File: src/rtl/dnn_result_writer.sv
// dnn_result_writer
//   Takes 512-bit result lines from the detection pipeline and writes each one
//   to host memory. The writes go to consecutive cache-line addresses that
//   start at a programmed base. A small FIFO absorbs write-channel back-pressure.
//   The block counts write acknowledgements and pulses done once the whole job
//   is committed.
//
// Ports
//   clk, rst            clock, synchronous active-high reset
//   start               one-cycle job start (IDLE only); latches base_addr/num_results
//   base_addr           line address of the first result
//   num_results         number of result lines in the job
//   dnn_results_vld     pipeline presents dnn_results this cycle
//   dnn_results         512-bit result line
//   results_acceptable  beat is consumed when dnn_results_vld is also high
//   wr_req/addr/data    registered write request, one cycle per line
//   wr_almost_full      write channel back-pressure, blocks issue
//   wr_ack              one write completion per cycle at most
//   busy                job in RUN or DRAIN
//   done                one-cycle pulse when every write is acknowledged
//   wr_count            acknowledged writes in the current job
module dnn_result_writer #(
  parameter int FIFO_DEPTH = 4,
  parameter int ADDR_W     = 42
) (
  input  logic              clk,
  input  logic              rst,
  input  logic              start,
  input  logic [ADDR_W-1:0] base_addr,
  input  logic [31:0]       num_results,
  input  logic              dnn_results_vld,
  input  logic [511:0]      dnn_results,
  output logic              results_acceptable,
  output logic              wr_req,
  output logic [ADDR_W-1:0] wr_addr,
  output logic [511:0]      wr_data,
  input  logic              wr_almost_full,
  input  logic              wr_ack,
  output logic              busy,
  output logic              done,
  output logic [31:0]       wr_count
);

  localparam int PTR_W = (FIFO_DEPTH > 1) ? $clog2(FIFO_DEPTH) : 1;
  localparam int CNT_W = PTR_W + 1;

  typedef enum logic [1:0] {
    S_IDLE  = 2'd0,
    S_RUN   = 2'd1,
    S_DRAIN = 2'd2,
    S_DONE  = 2'd3
  } state_e;

  state_e            state_q;
  logic [ADDR_W-1:0] base_q;
  logic [31:0]       num_q;
  logic [31:0]       accepted_q, accepted_d;
  logic [31:0]       issued_q,   issued_d;
  logic [31:0]       acked_q,    acked_d;

  logic [PTR_W-1:0]  rd_ptr_q, rd_ptr_d;
  logic [PTR_W-1:0]  wr_ptr_q, wr_ptr_d;
  logic [CNT_W-1:0]  cnt_q,    cnt_d;
  logic [511:0]      mem_q [FIFO_DEPTH];

  logic              wr_req_q;
  logic [ADDR_W-1:0] wr_addr_q;
  logic [511:0]      wr_data_q;

  logic active;
  logic job_start;
  logic acc_ok;
  logic push;
  logic pop;
  logic ack_ok;

  // ---------------------------------------------------------------------------
  // Handshakes. acc_ok is derived from registered state only, so a pop in the
  // same cycle never frees a slot for a push. That keeps the pipeline-facing
  // ready free of any path from wr_almost_full.
  // ---------------------------------------------------------------------------
  always_comb begin
    active    = (state_q == S_RUN) || (state_q == S_DRAIN);
    job_start = (state_q == S_IDLE) && start;
    acc_ok    = (state_q == S_RUN) &&
                (cnt_q < CNT_W'(FIFO_DEPTH)) &&
                (accepted_q < num_q);
    push      = dnn_results_vld && acc_ok;
    pop       = active && (cnt_q != '0) && !wr_almost_full;
    // An ack with nothing outstanding is a protocol violation. It is dropped so
    // that acked never runs ahead of issued.
    ack_ok    = wr_ack && active && (acked_q != issued_q);
  end

  // ---------------------------------------------------------------------------
  // Counter / pointer next state. A job start wipes everything. No push, pop or
  // ack can happen in IDLE, so the clear never collides with an increment.
  // ---------------------------------------------------------------------------
  always_comb begin
    accepted_d = accepted_q + {31'b0, push};
    issued_d   = issued_q   + {31'b0, pop};
    acked_d    = acked_q    + {31'b0, ack_ok};
    wr_ptr_d   = push ? wr_ptr_q + PTR_W'(1) : wr_ptr_q;
    rd_ptr_d   = pop  ? rd_ptr_q + PTR_W'(1) : rd_ptr_q;
    // Push and pop together leave the occupancy unchanged.
    cnt_d      = cnt_q;
    if (push && !pop) cnt_d = cnt_q + CNT_W'(1);
    if (pop && !push) cnt_d = cnt_q - CNT_W'(1);
    if (job_start) begin
      accepted_d = '0;
      issued_d   = '0;
      acked_d    = '0;
      wr_ptr_d   = '0;
      rd_ptr_d   = '0;
      cnt_d      = '0;
    end
  end

  // Line storage. It needs no reset because a slot is never read before it is
  // written.
  always_ff @(posedge clk) begin
    if (push) mem_q[wr_ptr_q] <= dnn_results;
  end

  // ---------------------------------------------------------------------------
  // FSM, counters and the registered write port.
  // ---------------------------------------------------------------------------
  always_ff @(posedge clk) begin
    if (rst) begin
      state_q    <= S_IDLE;
      base_q     <= '0;
      num_q      <= '0;
      accepted_q <= '0;
      issued_q   <= '0;
      acked_q    <= '0;
      wr_ptr_q   <= '0;
      rd_ptr_q   <= '0;
      cnt_q      <= '0;
      wr_req_q   <= 1'b0;
      wr_addr_q  <= '0;
      wr_data_q  <= '0;
    end else begin
      accepted_q <= accepted_d;
      issued_q   <= issued_d;
      acked_q    <= acked_d;
      wr_ptr_q   <= wr_ptr_d;
      rd_ptr_q   <= rd_ptr_d;
      cnt_q      <= cnt_d;

      // Every line is issued exactly once, so wr_req is a one-cycle strobe per
      // pop. The address wraps modulo 2^ADDR_W.
      wr_req_q <= pop;
      if (pop) begin
        wr_data_q <= mem_q[rd_ptr_q];
        wr_addr_q <= base_q + ADDR_W'(issued_q);
      end

      unique case (state_q)
        S_IDLE: begin
          if (start) begin
            base_q  <= base_addr;
            num_q   <= num_results;
            state_q <= (num_results == '0) ? S_DONE : S_RUN;
          end
        end
        S_RUN: begin
          if (accepted_q == num_q) state_q <= S_DRAIN;
        end
        S_DRAIN: begin
          // Compare against the post-ack count so that DONE follows the last
          // ack edge directly.
          if (acked_d == num_q) state_q <= S_DONE;
        end
        S_DONE: begin
          state_q <= S_IDLE;
        end
        default: state_q <= S_IDLE;
      endcase
    end
  end

  assign results_acceptable = acc_ok;
  assign wr_req             = wr_req_q;
  assign wr_addr            = wr_addr_q;
  assign wr_data            = wr_data_q;
  assign busy               = active;
  assign done               = (state_q == S_DONE);
  assign wr_count           = acked_q;

endmodule

File: config.mk
export PLATFORM = sky130hd
export DESIGN_NAME = dnn_result_writer
export DESIGN_NICKNAME = d
export VERILOG_FILES = /design/src/rtl/dnn_result_writer.sv
export SDC_FILE = /design/constraint.sdc
export NUM_CORES = 2
export LEC_CHECK = 0
export CAP_MARGIN = 20
export CORE_AREA = 2 2 457 459
export DETAILED_ROUTE_END_ITERATION = 10
export DIE_AREA = 0 0 459 461
export GPL_ROUTABILITY_DRIVEN = 0
export PLACE_DENSITY = 0.83
export SYNTH_ARGS = -nofsm -noshare
export SYNTH_HDL_FRONTEND = slang
export SYNTH_SLANG_ARGS = --single-unit
File: constraint.sdc
create_clock -name clk -period 25.7 [get_ports clk]
set_input_delay 5.14 -clock clk [delete_from_list [all_inputs] [get_ports clk]]
set_output_delay 5.14 -clock clk [all_outputs]
set_load 0.05 [all_outputs]
==> impl_metrics.toml <==
[worst_setup_path]
slowest_stage = "buf_4"
ff2ff_path_depth = 11
reg2reg_to = "mem_q[1][505]$_DFFE_PP_"
timing.rr.start = "num_q[29]$_SDFFE_PP0P_"
r2r_setup_slack_ns = 18.70
max_stage_delay_ns = 0.95
required_ns = 26.23
criticalPathCategory = "in2reg"
critPathTopFamily = "buffers and inverters"
setup.worst_path.end_class = "register"
crit_path_start_kind = "input port"
cp_common_cell = "buf_4"
worst_ep_arrival_time_ns = 10.20
path_buf_inv = 5
path_max_fanout = 67
worstPathCellList = "clkdlybuf4s50_1, o211a_1, and3_4, buf_4, buf_4, buf_4, buf_4"

[synthesis]
synth-async-reset-ratio_pct = 0
ys.flop_type = "edfxtp_1"
synth_area_leaders = "edfxtp_1 60%, dfxtp_1 14%, mux4_2 11%, nand2_1 4.7%, a21oi_1 3.3%"
synth_top_area_share_pct = 59.54
syn_avg_cell_area_um2 = 15.95
ys_warn_count = 0
yosysTopAreaCell = "edfxtp_1"
synthesis.area_mm2 = 0.1033
synth-seq-cells = 2782
yosysUniqueCellTypes = 74
syn_inst = 6475
synth_commonest_cells = "2048 x edfxtp_1, 1283 x nand2_1, 734 x dfxtp_1, 672 x a21oi_1, 512 x mux4_2"
synth_edf_count = 2048
yosysSeqAreaShare_pct = 73.77
post-synth-top-count-cell = "edfxtp_1"
syn_nets = 7149

[sta]
tightest_slew_ns = 1.335
relSlewSlack_pct = 10.98
setup_tns_ns = 0
whs_ns = 0.4505
rsz0062_at_grt = "no"
fin_crit_ns = 9.669
finalSetupViolCount = 0
timing.final.crit_share_pct = 37.62
max_clock_freq_ghz = 0.1034
slew_viol_final = 0
fin_skew_ns = 0.07808
fin_ws_ns = 16.03
hold_violations = 0

[die]
dieArea_mm2 = 0.2116
core_area_mm2 = 0.2064
die_y_um = 461
fp.dieW_um = 459
rows = 167
start_util_pct = 50.03
io_pins = 1182

[hold_path]
whs_path_depth = 2
min-delay-start = "wr_data[144]$_SDFFE_PP0P_"
min_path_type = "reg2reg"
hold_end = "wr_data[144]$_SDFFE_PP0P_"

[drt]
via_count = 63781
drtAntennaViolNets = 0
wire_per_inst_um = 27.32
drc = 0
drt_first_pass_iters = 8
drt_iter0_markers = 7411
viasPerCell = 5.970
routed_wl_um = 291900

[cts]
ctsHoldBuffers = 0
cts_tree = "yes"
h-tree-depth = 5
postCtsSetupRepairBufs = 0
cts_buffer_depth = 4
cts_sinks = 2782
clock_latency_ns = 0.93
cts_inserted_buffers = 291
clkTransAtPathRegs_ns = 0.06
cts_root_buffer = "clkbuf_16"
post_cts_resize_count = 0

[power]
p_leak_nw = 40.08
ir_worst_vdd_mv = 0.1050
powerDensity_mw_per_mm2 = 78.65

[global_routing]
grt_pass1_wl_um = 420000
grt_pass1_vias = 63823
antenna_found_initial = 121
grtUsageTotal_pct = 26.75
overflow = 0
grt_max_degree = 166

[placement]
dpl.hpwl_um = 181100
dpl_cell_area_mm2 = 0.1179
dp_slack_ns = 15.13
numPortBuffers = 1181

[layout]
layout.nets = 8329
design_area_mm2 = 0.1271
area_growth_pct = 23.09
final_layout_size_suffix_gt1_share_pct = 12.74

[run_status]
status = "completed"

[job]
maxCapViolCount = 0
worst register-to-register path, delay by kind of cell, from the launching register on:
family | cells | cell delay (ns)
buffers and inverters | 5 | 3.49
AO/OA/AOI/OAI | 4 | 1.63
adder cells (fa/ha/maj) | 1 | 0.32
AND/OR/NAND/NOR | 1 | 0.76
flip-flops | 1 | 0.42
stage by stage:
stage / utilization [%] / total power [mW] / cells
2_1_floorplan: - / 5.776 / 6475
3_3_place_gp: 57.09 / 6.009 / 10066
3_5_place_dp: 57.09 / 6.041 / 10066
4_1_cts: 61.46 / 10.03 / 10579
5_1_grt: 61.56 / 10.26 / 10662
6_report: 61.58 / 10.00 / 10684
placed cells by master (no fill, tap or decap), types with 8 or more instances in the layout:
cell type	synthesis	final
clkinv_1	0	24
and3_1	29	25
nand2_1	1283	1281
clkbuf_16	0	296
edfxtp_1	2048	2048
nand3_1	62	62
and4_1	10	10
nor2_1	129	129
or4_1	8	8
a211oi_1	15	15
mux4_2	512	512
clkdlybuf4s50_1	0	1180
clkinv_2	0	42
bufinv_16	0	12
xnor2_1	83	83
buf_12	0	15
clkbuf_1	292	85
ha_1	80	80
a21oi_1	672	672
o21a_1	17	17
xor2_1	66	66
a21o_1	34	34
clkbuf_8	0	30
or3_1	20	19
inv_6	0	8
o31ai_1	11	11
nand4_1	47	47
o21ai_0	45	45
buf_4	0	47
nor4_1	13	13
a31oi_1	10	10
inv_1	63	63
dfxtp_1	734	732
nor3_1	27	27
diode_2	0	105
worst max-delay path by stage:
stage                               start                       to  slack, ns  depth (start not counted)
after floorplan           dnn_results_vld    mem_q[0][0]$_DFFE_PP_       7.75                          2
after global placement    dnn_results_vld   mem_q[1][11]$_DFFE_PP_      15.13                          7
after detailed placement  dnn_results_vld    mem_q[1][2]$_DFFE_PP_      15.13                          7
after CTS                 dnn_results_vld  mem_q[1][505]$_DFFE_PP_      16.11                          7
after global routing      dnn_results_vld  mem_q[1][505]$_DFFE_PP_      15.80                          7
final                     dnn_results_vld  mem_q[1][505]$_DFFE_PP_      16.03                          7
kinds of logic after synthesis:
group	Yosys count	share of synthesized area, %
AOI/OAI and AO/OA	855	4.531
xor gates and xnor gates	149	1.263
adders and majority gates	82	1.008
DFF	2782	73.77
and+or+nand+nor	1669	6.673
buffers and inverters	420	1.534
muxes	518	11.22
where the power goes:
part | switching (mW) | internal, mW | total [mW] | leakage, nW
registers | 0.0837 | 5.05 | 5.13 | 24.4
clock network | 1.70 | 2.33 | 4.03 | 4.43
logic | 0.517 | 0.323 | 0.840 | 11.2
total | 2.30 | 7.70 | 10.0 | 40.1
sequential cells by signal, summed over array words and instances (netlist names):
signal      cells
wr_ptr_q        2
state_q         2
cnt_q           3
accepted_q     32
issued_q       32
mem_q        2048
base_q         42
num_q          32
wr_req          1
wr_data       512
wr_count       32
rd_ptr_q        2
wr_addr        42
final cells by class:
class,instances,area (um2)
tap,2704,3383
clock buffer,414,8157
sequential,2782,76200
multi-input combinational,3273,25540
fill,13875,79310
clock inverter,99,864.6
inverter,64,247.7
antenna,105,262.8
timing repair buffer,1243,12480
layer usage:
layer	share of wire [%]	GRT usage (%)	wire, um	vias up
met4	6.0	15.74	17450	52
met5	0.12	0	354	-
met3	11	8.506	33470	846
li1	-	-	-	26890
met2	48	42.02	139500	4036
met1	35	32.61	101100	31957
(Power assumes the default switching activity.)
